**config.mk**
```make
export PLATFORM = sky130hd
export DESIGN_NAME = imem_loader_flat
export DESIGN_NICKNAME = d
export VERILOG_FILES = /design/src/rtl/imem_loader_if.sv /design/src/rtl/imem_loader.sv /design/src/flat_wrapper.sv
export SDC_FILE = /design/constraint.sdc
export NUM_CORES = 1
export LEC_CHECK = 0
export CELL_PAD_IN_SITES_DETAIL_PLACEMENT = 1
export CELL_PAD_IN_SITES_GLOBAL_PLACEMENT = 1
export CORE_MARGIN = 4
export CORE_UTILIZATION = 25
export DETAILED_ROUTE_END_ITERATION = 16
export PLACE_DENSITY = 0.56
export RECOVER_POWER = 100
export SLEW_MARGIN = 10
export SYNTH_ARGS = -nofsm -noshare
export SYNTH_HDL_FRONTEND = slang
export SYNTH_SLANG_ARGS = --single-unit
```
**constraint.sdc**
```tcl
create_clock -name clk -period 2.23 [get_ports clk]
set_input_delay 0.446 -clock clk [delete_from_list [all_inputs] [get_ports clk]]
set_output_delay 0.446 -clock clk [all_outputs]
set_load 0.02 [all_outputs]
```
**src/rtl/imem_loader_if.sv**
```systemverilog
// Byte-stream receive link and instruction-memory write port of imem_loader.
// slave: the loader's view; master: the image source / memory side.
interface imem_loader_if #(
  parameter int ADDR_W = 16
) ();
  logic [7:0]        rx_data;
  logic              rx_valid;
  logic              rx_ready;
  logic              wr_en;
  logic [ADDR_W-1:0] wr_addr;
  logic [15:0]       wr_data;

  modport slave (
    input  rx_data, rx_valid,
    output rx_ready, wr_en, wr_addr, wr_data
  );

  modport master (
    output rx_data, rx_valid,
    input  rx_ready, wr_en, wr_addr, wr_data
  );
endinterface

```
**src/rtl/imem_loader.sv**
```systemverilog
// Boot-time instruction memory loader: framed byte stream -> 16-bit sequential writes.
// Optional trailing XOR checksum byte is enabled by defining CHECKSUM_EN.
module imem_loader #(
  parameter int          ADDR_W    = 16,
  parameter logic [15:0] BASE_ADDR = 16'h0000,
  parameter logic [7:0]  SYNC_BYTE = 8'hA5
) (
  input  logic         clk,
  input  logic         rst_n,
  imem_loader_if.slave bus,
  input  logic         i_restart,
  output logic         o_cpu_rst_n,
  output logic         o_done,
  output logic         o_err
);

  typedef enum logic [2:0] {
    S_IDLE    = 3'd0,
    S_LEN_HI  = 3'd1,
    S_LEN_LO  = 3'd2,
    S_DATA_HI = 3'd3,
    S_DATA_LO = 3'd4,
    S_CHK     = 3'd5,
    S_DONE    = 3'd6,
    S_ERR     = 3'd7
  } state_t;

  localparam logic [ADDR_W-1:0] BASE    = BASE_ADDR[ADDR_W-1:0];
  localparam logic [16:0]       MAX_LEN = 17'd1 << ADDR_W;
`ifdef CHECKSUM_EN
  localparam state_t S_POST = S_CHK;
`else
  localparam state_t S_POST = S_DONE;
`endif

  state_t            r_state;
  logic              r_live;
  logic [7:0]        r_len_hi;
  logic [15:0]       r_len;
  logic [7:0]        r_hi;
  logic [15:0]       r_idx;
  logic              r_wr_en;
  logic [ADDR_W-1:0] r_wr_addr;
  logic [15:0]       r_wr_data;
  logic              r_cpu_rst_n;

  logic              w_accept;
  logic              w_rx_ready;
  logic              w_xfer;
  logic [15:0]       w_len;
  logic              w_last;

  // r_live keeps rx_ready low for the first cycle after reset or restart.
  assign w_accept   = (r_state != S_DONE) && (r_state != S_ERR);
  assign w_rx_ready = r_live & w_accept & ~i_restart;
  assign w_xfer     = bus.rx_valid & w_rx_ready;
  assign w_len      = {r_len_hi, bus.rx_data};
  assign w_last     = (r_idx == (r_len - 16'd1));

  assign bus.rx_ready = w_rx_ready;
  assign bus.wr_en    = r_wr_en;
  assign bus.wr_addr  = r_wr_addr;
  assign bus.wr_data  = r_wr_data;
  assign o_cpu_rst_n  = r_cpu_rst_n;
  assign o_done       = (r_state == S_DONE);
  assign o_err        = (r_state == S_ERR);

`ifdef CHECKSUM_EN
  logic [7:0] r_chk;

  // Running XOR of every byte after SYNC; cleared while idle.
  always_ff @(posedge clk or negedge rst_n) begin
    if (!rst_n) begin
      r_chk <= 8'h00;
    end else if (i_restart || (r_state == S_IDLE)) begin
      r_chk <= 8'h00;
    end else if (w_xfer && (r_state inside {S_LEN_HI, S_LEN_LO, S_DATA_HI, S_DATA_LO})) begin
      r_chk <= r_chk ^ bus.rx_data;
    end else begin
      r_chk <= r_chk;
    end
  end
`endif

  // Frame parser FSM with registered write port and core reset.
  always_ff @(posedge clk or negedge rst_n) begin
    if (!rst_n) begin
      r_state     <= S_IDLE;
      r_live      <= 1'b0;
      r_len_hi    <= 8'h00;
      r_len       <= 16'h0000;
      r_hi        <= 8'h00;
      r_idx       <= 16'h0000;
      r_wr_en     <= 1'b0;
      r_wr_addr   <= BASE;
      r_wr_data   <= 16'h0000;
      r_cpu_rst_n <= 1'b0;
    end else if (i_restart) begin
      r_state     <= S_IDLE;
      r_live      <= 1'b0;
      r_len_hi    <= 8'h00;
      r_len       <= 16'h0000;
      r_hi        <= 8'h00;
      r_idx       <= 16'h0000;
      r_wr_en     <= 1'b0;
      r_wr_addr   <= BASE;
      r_wr_data   <= 16'h0000;
      r_cpu_rst_n <= 1'b0;
    end else begin
      r_live      <= 1'b1;
      r_wr_en     <= 1'b0;
      r_cpu_rst_n <= (r_state == S_DONE);
      if (w_xfer) begin
        case (r_state)
          S_IDLE: begin
            if (bus.rx_data == SYNC_BYTE) begin
              r_state <= S_LEN_HI;
            end else begin
              r_state <= S_IDLE;
            end
          end
          S_LEN_HI: begin
            r_len_hi <= bus.rx_data;
            r_state  <= S_LEN_LO;
          end
          S_LEN_LO: begin
            r_len <= w_len;
            r_idx <= 16'h0000;
            if (w_len == 16'h0000) begin
              r_state <= S_POST;
            end else if ({1'b0, w_len} > MAX_LEN) begin
              r_state <= S_ERR;
            end else begin
              r_state <= S_DATA_HI;
            end
          end
          S_DATA_HI: begin
            r_hi    <= bus.rx_data;
            r_state <= S_DATA_LO;
          end
          S_DATA_LO: begin
            // Address arithmetic is modulo 2**ADDR_W, so wrap is natural.
            r_wr_en   <= 1'b1;
            r_wr_data <= {r_hi, bus.rx_data};
            r_wr_addr <= BASE + r_idx[ADDR_W-1:0];
            r_idx     <= r_idx + 16'd1;
            if (w_last) begin
              r_state <= S_POST;
            end else begin
              r_state <= S_DATA_HI;
            end
          end
`ifdef CHECKSUM_EN
          S_CHK: begin
            if (bus.rx_data == r_chk) begin
              r_state <= S_DONE;
            end else begin
              r_state <= S_ERR;
            end
          end
`endif
          default: begin
            r_state <= r_state;
          end
        endcase
      end
    end
  end

endmodule

```
**src/flat_wrapper.sv**
```systemverilog
// flat-port wrapper written by rule: the top's interface ports become plain ports
module imem_loader_flat 
#(
  parameter int          ADDR_W    = 16,
  parameter logic [15:0] BASE_ADDR = 16'h0000,
  parameter logic [7:0]  SYNC_BYTE = 8'hA5
)
  (clk, rst_n, i_restart, o_cpu_rst_n, o_done, o_err, bus_rx_data, bus_rx_valid, bus_rx_ready, bus_wr_en, bus_wr_addr, bus_wr_data);
  imem_loader_if #(.ADDR_W(ADDR_W)) bus_i ();
  input  logic clk;
  input  logic rst_n;
  input  logic i_restart;
  output logic o_cpu_rst_n;
  output logic o_done;
  output logic o_err;
  input wire logic [$bits(bus_i.rx_data)-1:0] bus_rx_data;
  input wire logic [$bits(bus_i.rx_valid)-1:0] bus_rx_valid;
  output wire logic [$bits(bus_i.rx_ready)-1:0] bus_rx_ready;
  output wire logic [$bits(bus_i.wr_en)-1:0] bus_wr_en;
  output wire logic [$bits(bus_i.wr_addr)-1:0] bus_wr_addr;
  output wire logic [$bits(bus_i.wr_data)-1:0] bus_wr_data;
  assign bus_i.rx_data = bus_rx_data;
  assign bus_i.rx_valid = bus_rx_valid;
  assign bus_rx_ready = bus_i.rx_ready;
  assign bus_wr_en = bus_i.wr_en;
  assign bus_wr_addr = bus_i.wr_addr;
  assign bus_wr_data = bus_i.wr_data;
  imem_loader #(.ADDR_W(ADDR_W), .BASE_ADDR(BASE_ADDR), .SYNC_BYTE(SYNC_BYTE)) u_core (.clk(clk), .rst_n(rst_n), .bus(bus_i), .i_restart(i_restart), .o_cpu_rst_n(o_cpu_rst_n), .o_done(o_done), .o_err(o_err));
endmodule
```
# Word-level counts from Yosys, hierarchy flattened
# Index checks and enable logic that the tools add are counted.
# word_totals
register_bits,86
inputBits,12
output_inout_bits,37
wordCells,73
# op_classes
addsub,2
n_lt_le_gt_ge,1
eq_ne,10
n_mux,30
bitwise,4
reduce_logical,16
# ops
operator,count
16-bit 2-to-1 mux,11
8-bit 2-to-1 mux,6
16-bit case mux with 2 select lines,1
16-bit by 17-bit greater-than comparator with 1-bit output (second input constant),1
16-bit by 1-bit adder with 16-bit output (second input constant),1
16-bit equality test,1
16-bit zero test,1
16-bit by 1-bit subtractor with 16-bit output (second input constant),1
3-bit 2-to-1 mux,5
3-bit case mux with 5 select lines,1
2-bit AND reduction,6
2-bit nonzero test,5
3-bit equality test (second input constant),3
8-bit equality test (second input constant),1
3-bit by 2-bit equality test with 1-bit output (second input constant),2
1-bit 2-to-1 mux,6
3-bit inequality test (second input constant),2
6-bit nonzero test,1
1-bit bitwise AND,3
3-bit by 1-bit equality test with 1-bit output (second input constant),1
3-bit zero test,1
3-bit nonzero test,1
1-bit logical AND,1
1-bit inverter,1

# Logic depth before layout (Yosys ltp)
# depth
ltp_word,7
ltp_mapped,9
mapped_depth_nobuf,8

# Worst setup path after synthesis
# OpenSTA, ideal clock, no wires.
# synth_timing
kind,register to register
from,register u_core.r_len[2]
to,register u_core.r_state[0]
setup_time_ps,134
arrival_ps,1898
t_required_ps,2096
slack_ps,197
path_stages_with_launch,9
path_buffers,2
period_less_slack_ps,2033
path_cell_list,dfrtp_1 > buf_6 > or3_1 > buf_2 > or3_1 > o32ai_1 > a2bb2oi_1 > nor4b_2 > a31oi_1
# synth_between
elab_chain_cells,6
# synth_lines
item,line,rtl
from (decl),imem_loader.sv:39,logic [15:0] r_len;
from (signal assigned),imem_loader.sv:127,r_len <= w_len;
16-bit by 1-bit subtractor with 16-bit output,imem_loader.sv:58,assign w_last = (r_idx == (r_len - 16'd1));
16-bit equality test,imem_loader.sv:58,
3-bit 2-to-1 mux,imem_loader.sv:147,if (w_last) begin
3-bit case mux with 5 select lines,imem_loader.sv:114,case (r_state)
3-bit 2-to-1 mux,imem_loader.sv:113,if (w_xfer) begin
3-bit 2-to-1 mux,imem_loader.sv:98,end else if (i_restart) begin
to (signal assigned),imem_loader.sv:163,r_state <= r_state;
to (decl),imem_loader.sv:36,state_t r_state;
# Every way passes these cells. The select of a mux whose other input is x is not followed.
# A chain may end at the register's enable or synchronous reset.

# Worst setup path in the final report
# layout_timing
from,register u_core.r_state[2]
to,output o_err
# layout_between
elab_chain_cells,1
# layout_lines
item,line,rtl
3-bit equality test,imem_loader.sv:66,assign o_err = (r_state == S_ERR);
to (decl),flat_wrapper.sv:15,output logic o_err;
# Every way passes these cells.

==> key figures <==
Status
  – Status: completed

Clocking
  – Buffer levels on the longest clock path: 2
  – Clk_lat worst skew: 0.35 ns
  – CTS tree: yes
  – Number of H-tree levels: 3
  – Register clock-pin slew on the reported worst setup and hold paths: 0.07 ns
  – Root Buffer Master: sky130_fd_sc_hd__clkbuf_16
  – Num Clock Sinks: 86
  – Post-CTS Hold Buffers: 0
  – Number of buffers created by CTS: 9

Power
  – Pwr dens: 676 mW/mm^2
  – Max rail drop VDD: 0.372 mV
  – Leakage: 0.00267 uW
  – Tot Pwr: 3840 uW

Synthesis
  – Count of mapped cells out of synthesis: 488
  – Synthesis warning total: 0
  – Distinct cells, synth: 53
  – Mean cell area of the mapped netlist: just under 9 um^2
  – Post-synth top flop: sky130_fd_sc_hd__dfrtp_1
  – Async SR Flop Fraction: 100%
  – Sequential element share of the synthesized area: 50.2%
  – Number of nets in the synthesized netlist: 502
  – Cell area after synthesis: roughly 0.0043 mm^2
  – Number of synthesized register bits: 86
  – Number of enable-type register cells in the synthesized netlist: 0

Worst setup path
  – Worst endpoint data arrival time: about 1.7 ns
  – Critical Path Source Type: flip-flop
  – Peak fanout along the critical path: 8
  – Crit path largest cell delay: a little over 0.6 ns
  – Worst Path Class, Setup: reg -> out
  – CP Capture Type: output port
  – Required time at the worst-slack endpoint: 1.78 ns
  – Crit path cell chain: and3_1, clkdlybuf4s50_1
  – Highest-delay cell along the critical path: sky130_fd_sc_hd__clkdlybuf4s50_1

Routing
  – Via count: 3929
  – Drt total wl: 13700 um
  – DR vias/cell: about 5.0
  – Number of violations reported at the end of detailed-routing iteration 0: ~170
  – DR pass1 iterations: 4
  – Total DRC errors in the routed layout: 0
  – Final ANT Viol Nets: 0
  – Wire length per cell: 17.3 um

STA
  – Final TNS setup: 0 ns
  – Number of slew-limit violations in the final report: 0
  – Worst slew slack as a fraction of its limit: 16.7%
  – Final hold viol count: 0
  – Fin crit share: 95.3%
  – Setup slack after layout: 0.104 ns
  – Upper clock frequency limit: between 0.4 and 0.5 GHz
  – Slew at the pin closest to its max-slew limit: 1.25 ns
  – Worst hold slack across all endpoints: ~0.44 ns
  – Min Clock Period, post-route: 2.13 ns
  – Skew final: 0.0102 ns
  – Setup-violating endpoint count in the final report: 0
  – Unrepaired setup endpoints after global routing: no

Global route
  – Antenna violations before repair: 0
  – Wire length of the first global-routing pass: 22800 um
  – Global-route total usage across every layer: between 10% and 20%
  – Pin count of the biggest net entering global routing: 87
  – Via count of the first global-routing pass: 4128
  – Total global routing overflow: 0

Floorplan
  – Core Area: 0.0167 mm^2
  – Placement row count: 47
  – Height of the chip: 139 um
  – Initial core utilization: 25.7%
  – Floorplan die width: roughly 140 um
  – Area of the die: 0.0193 mm^2
  – Number of primary I/O pins: 49

Layout
  – Area overhead of the layout relative to synthesis: 32.4%
  – Top library cells by usage in the layout, fill and taps aside: sky130_fd_sc_hd__nand2_1, sky130_fd_sc_hd__dfrtp_1, sky130_fd_sc_hd__o21ai_0
  – Diodes inserted: 0
  – Number of nets in the finished design: 581
  – Layout cell share with drive strength beyond 1: 12.4%
  – Leading cell type in the layout, fill and taps excluded: sky130_fd_sc_hd__nand2_1

Job
  – Reported max-cap violation count: 0

Placement
  – Count of buffers from port buffering: 48
  – Worst slack after detailed placement: about 0.016 ns
  – Final HPWL from detailed placement: 9960 um
  – Routability Congestion: 0.843

Worst hold path
  – Class of the most critical hold timing path: in -> async
cells in the mapped netlist (7+ instances only):
cell type / number / share of area (%)
sky130_fd_sc_hd__nand2_1: 113 / 9.9
sky130_fd_sc_hd__dfrtp_1: 86 / 50
sky130_fd_sc_hd__o21ai_0: 39 / 4.6
sky130_fd_sc_hd__nor2_1: 32 / 2.8
sky130_fd_sc_hd__nand3_1: 30 / 3.5
sky130_fd_sc_hd__a21oi_1: 26 / 3.0
sky130_fd_sc_hd__clkbuf_1: 25 / 2.2
sky130_fd_sc_hd__mux2i_1: 14 / 3.3
sky130_fd_sc_hd__xnor2_1: 14 / 2.9
sky130_fd_sc_hd__nor3_1: 9 / 1.1
sky130_fd_sc_hd__a31oi_1: 7 / 1.0
sky130_fd_sc_hd__nand2b_1: 7 / 1.0
sky130_fd_sc_hd__xor2_1: 7 / 1.4
state kept, by name (all words and copies together), names as in the netlist:
register            flops
u_core.r_live           1
u_core.r_idx           16
u_core.r_hi             8
u_core.r_len           16
u_core.r_state          3
u_core.bus.wr_data     16
u_core.bus.wr_en        1
u_core.r_len_hi         8
u_core.bus.wr_addr     16
u_core.o_cpu_rst_n      1
critical path: cells and delay by family, from the launching register on:
kind                   cells  cell delay [ns]
DFF                        1             0.51
and+or+nand+nor            1             0.21
buffers and inverters      1             0.61
layer usage:
metal / global-route usage (%) / share of wire, %
met5: 0 / 0
met4: 4.27 / 1.6
met3: 3.38 / 4.1
met2: 23.7 / 48
met1: 19.5 / 46
final timing paths:
check                                  start  cells after the start                      to  slack, ns
max                        u_core.r_state[2]                      2                   o_err       0.10
min                                    rst_n                      2         u_core.r_idx[5]       0.44
max reg2reg                  u_core.r_len[5]                      6       u_core.r_state[2]       0.11
min reg2reg                   u_core.r_hi[2]                      2  u_core.bus.wr_data[10]       0.48
max in group asynchronous              rst_n                      2       u_core.r_state[1]       0.86
min in group clk              u_core.r_hi[2]                      2  u_core.bus.wr_data[10]       0.48
repair_timing:
item / 4_1_cts / 5_1_grt
endpoints found under the setup margin: 2 / 3
pin swaps: 0 / 0
gates resized for setup: 3 / 6
buffers inserted: 0 / 0
kinds of logic (layout without fill, tap and decap cells):
logic type,count (synthesis),count (layout),share of synthesized area [%]
compound gates,100,100,13.8
xor+xnor,21,21,4.29
fa+ha+maj,2,2,0.584
buf+inv,39,123,3.71
flops,86,86,50.2
mux,14,14,3.27
simple gates,226,226,24.2
stage by stage:
| stage | utilization [%] | std cells | cell area [um^2] |
|---|---|---|---|
| 5_1_grt | 34.0 | 792 | 5680 |
| 3_5_place_dp | 31.9 | 776 | 5330 |
| 6_report | 34.0 | 792 | 5680 |
| 3_3_place_gp | 31.9 | 776 | 5330 |
| 2_1_floorplan | - | 488 | 4290 |
| 4_1_cts | 34.2 | 792 | 5710 |
final cells by class:
cell class | count | area, um^2
Tap cell | 220 | 275
Inverter | 8 | 30.0
Sequential cell | 86 | 2150
Multi-Input combinational cell | 363 | 2010
Clock buffer | 11 | 243
Clock inverter | 5 | 129
Fill cell | 1966 | 11000
Timing Repair Buffer | 99 | 837
power by group:
part | total, uW | internal, uW | switching (uW)
Sequential | 1600 | 1580 | 22.8
Clock | 1880 | 1240 | 637
Combinational | 360 | 151 | 210
No activity file was read; power rests on OpenSTA's default activity.
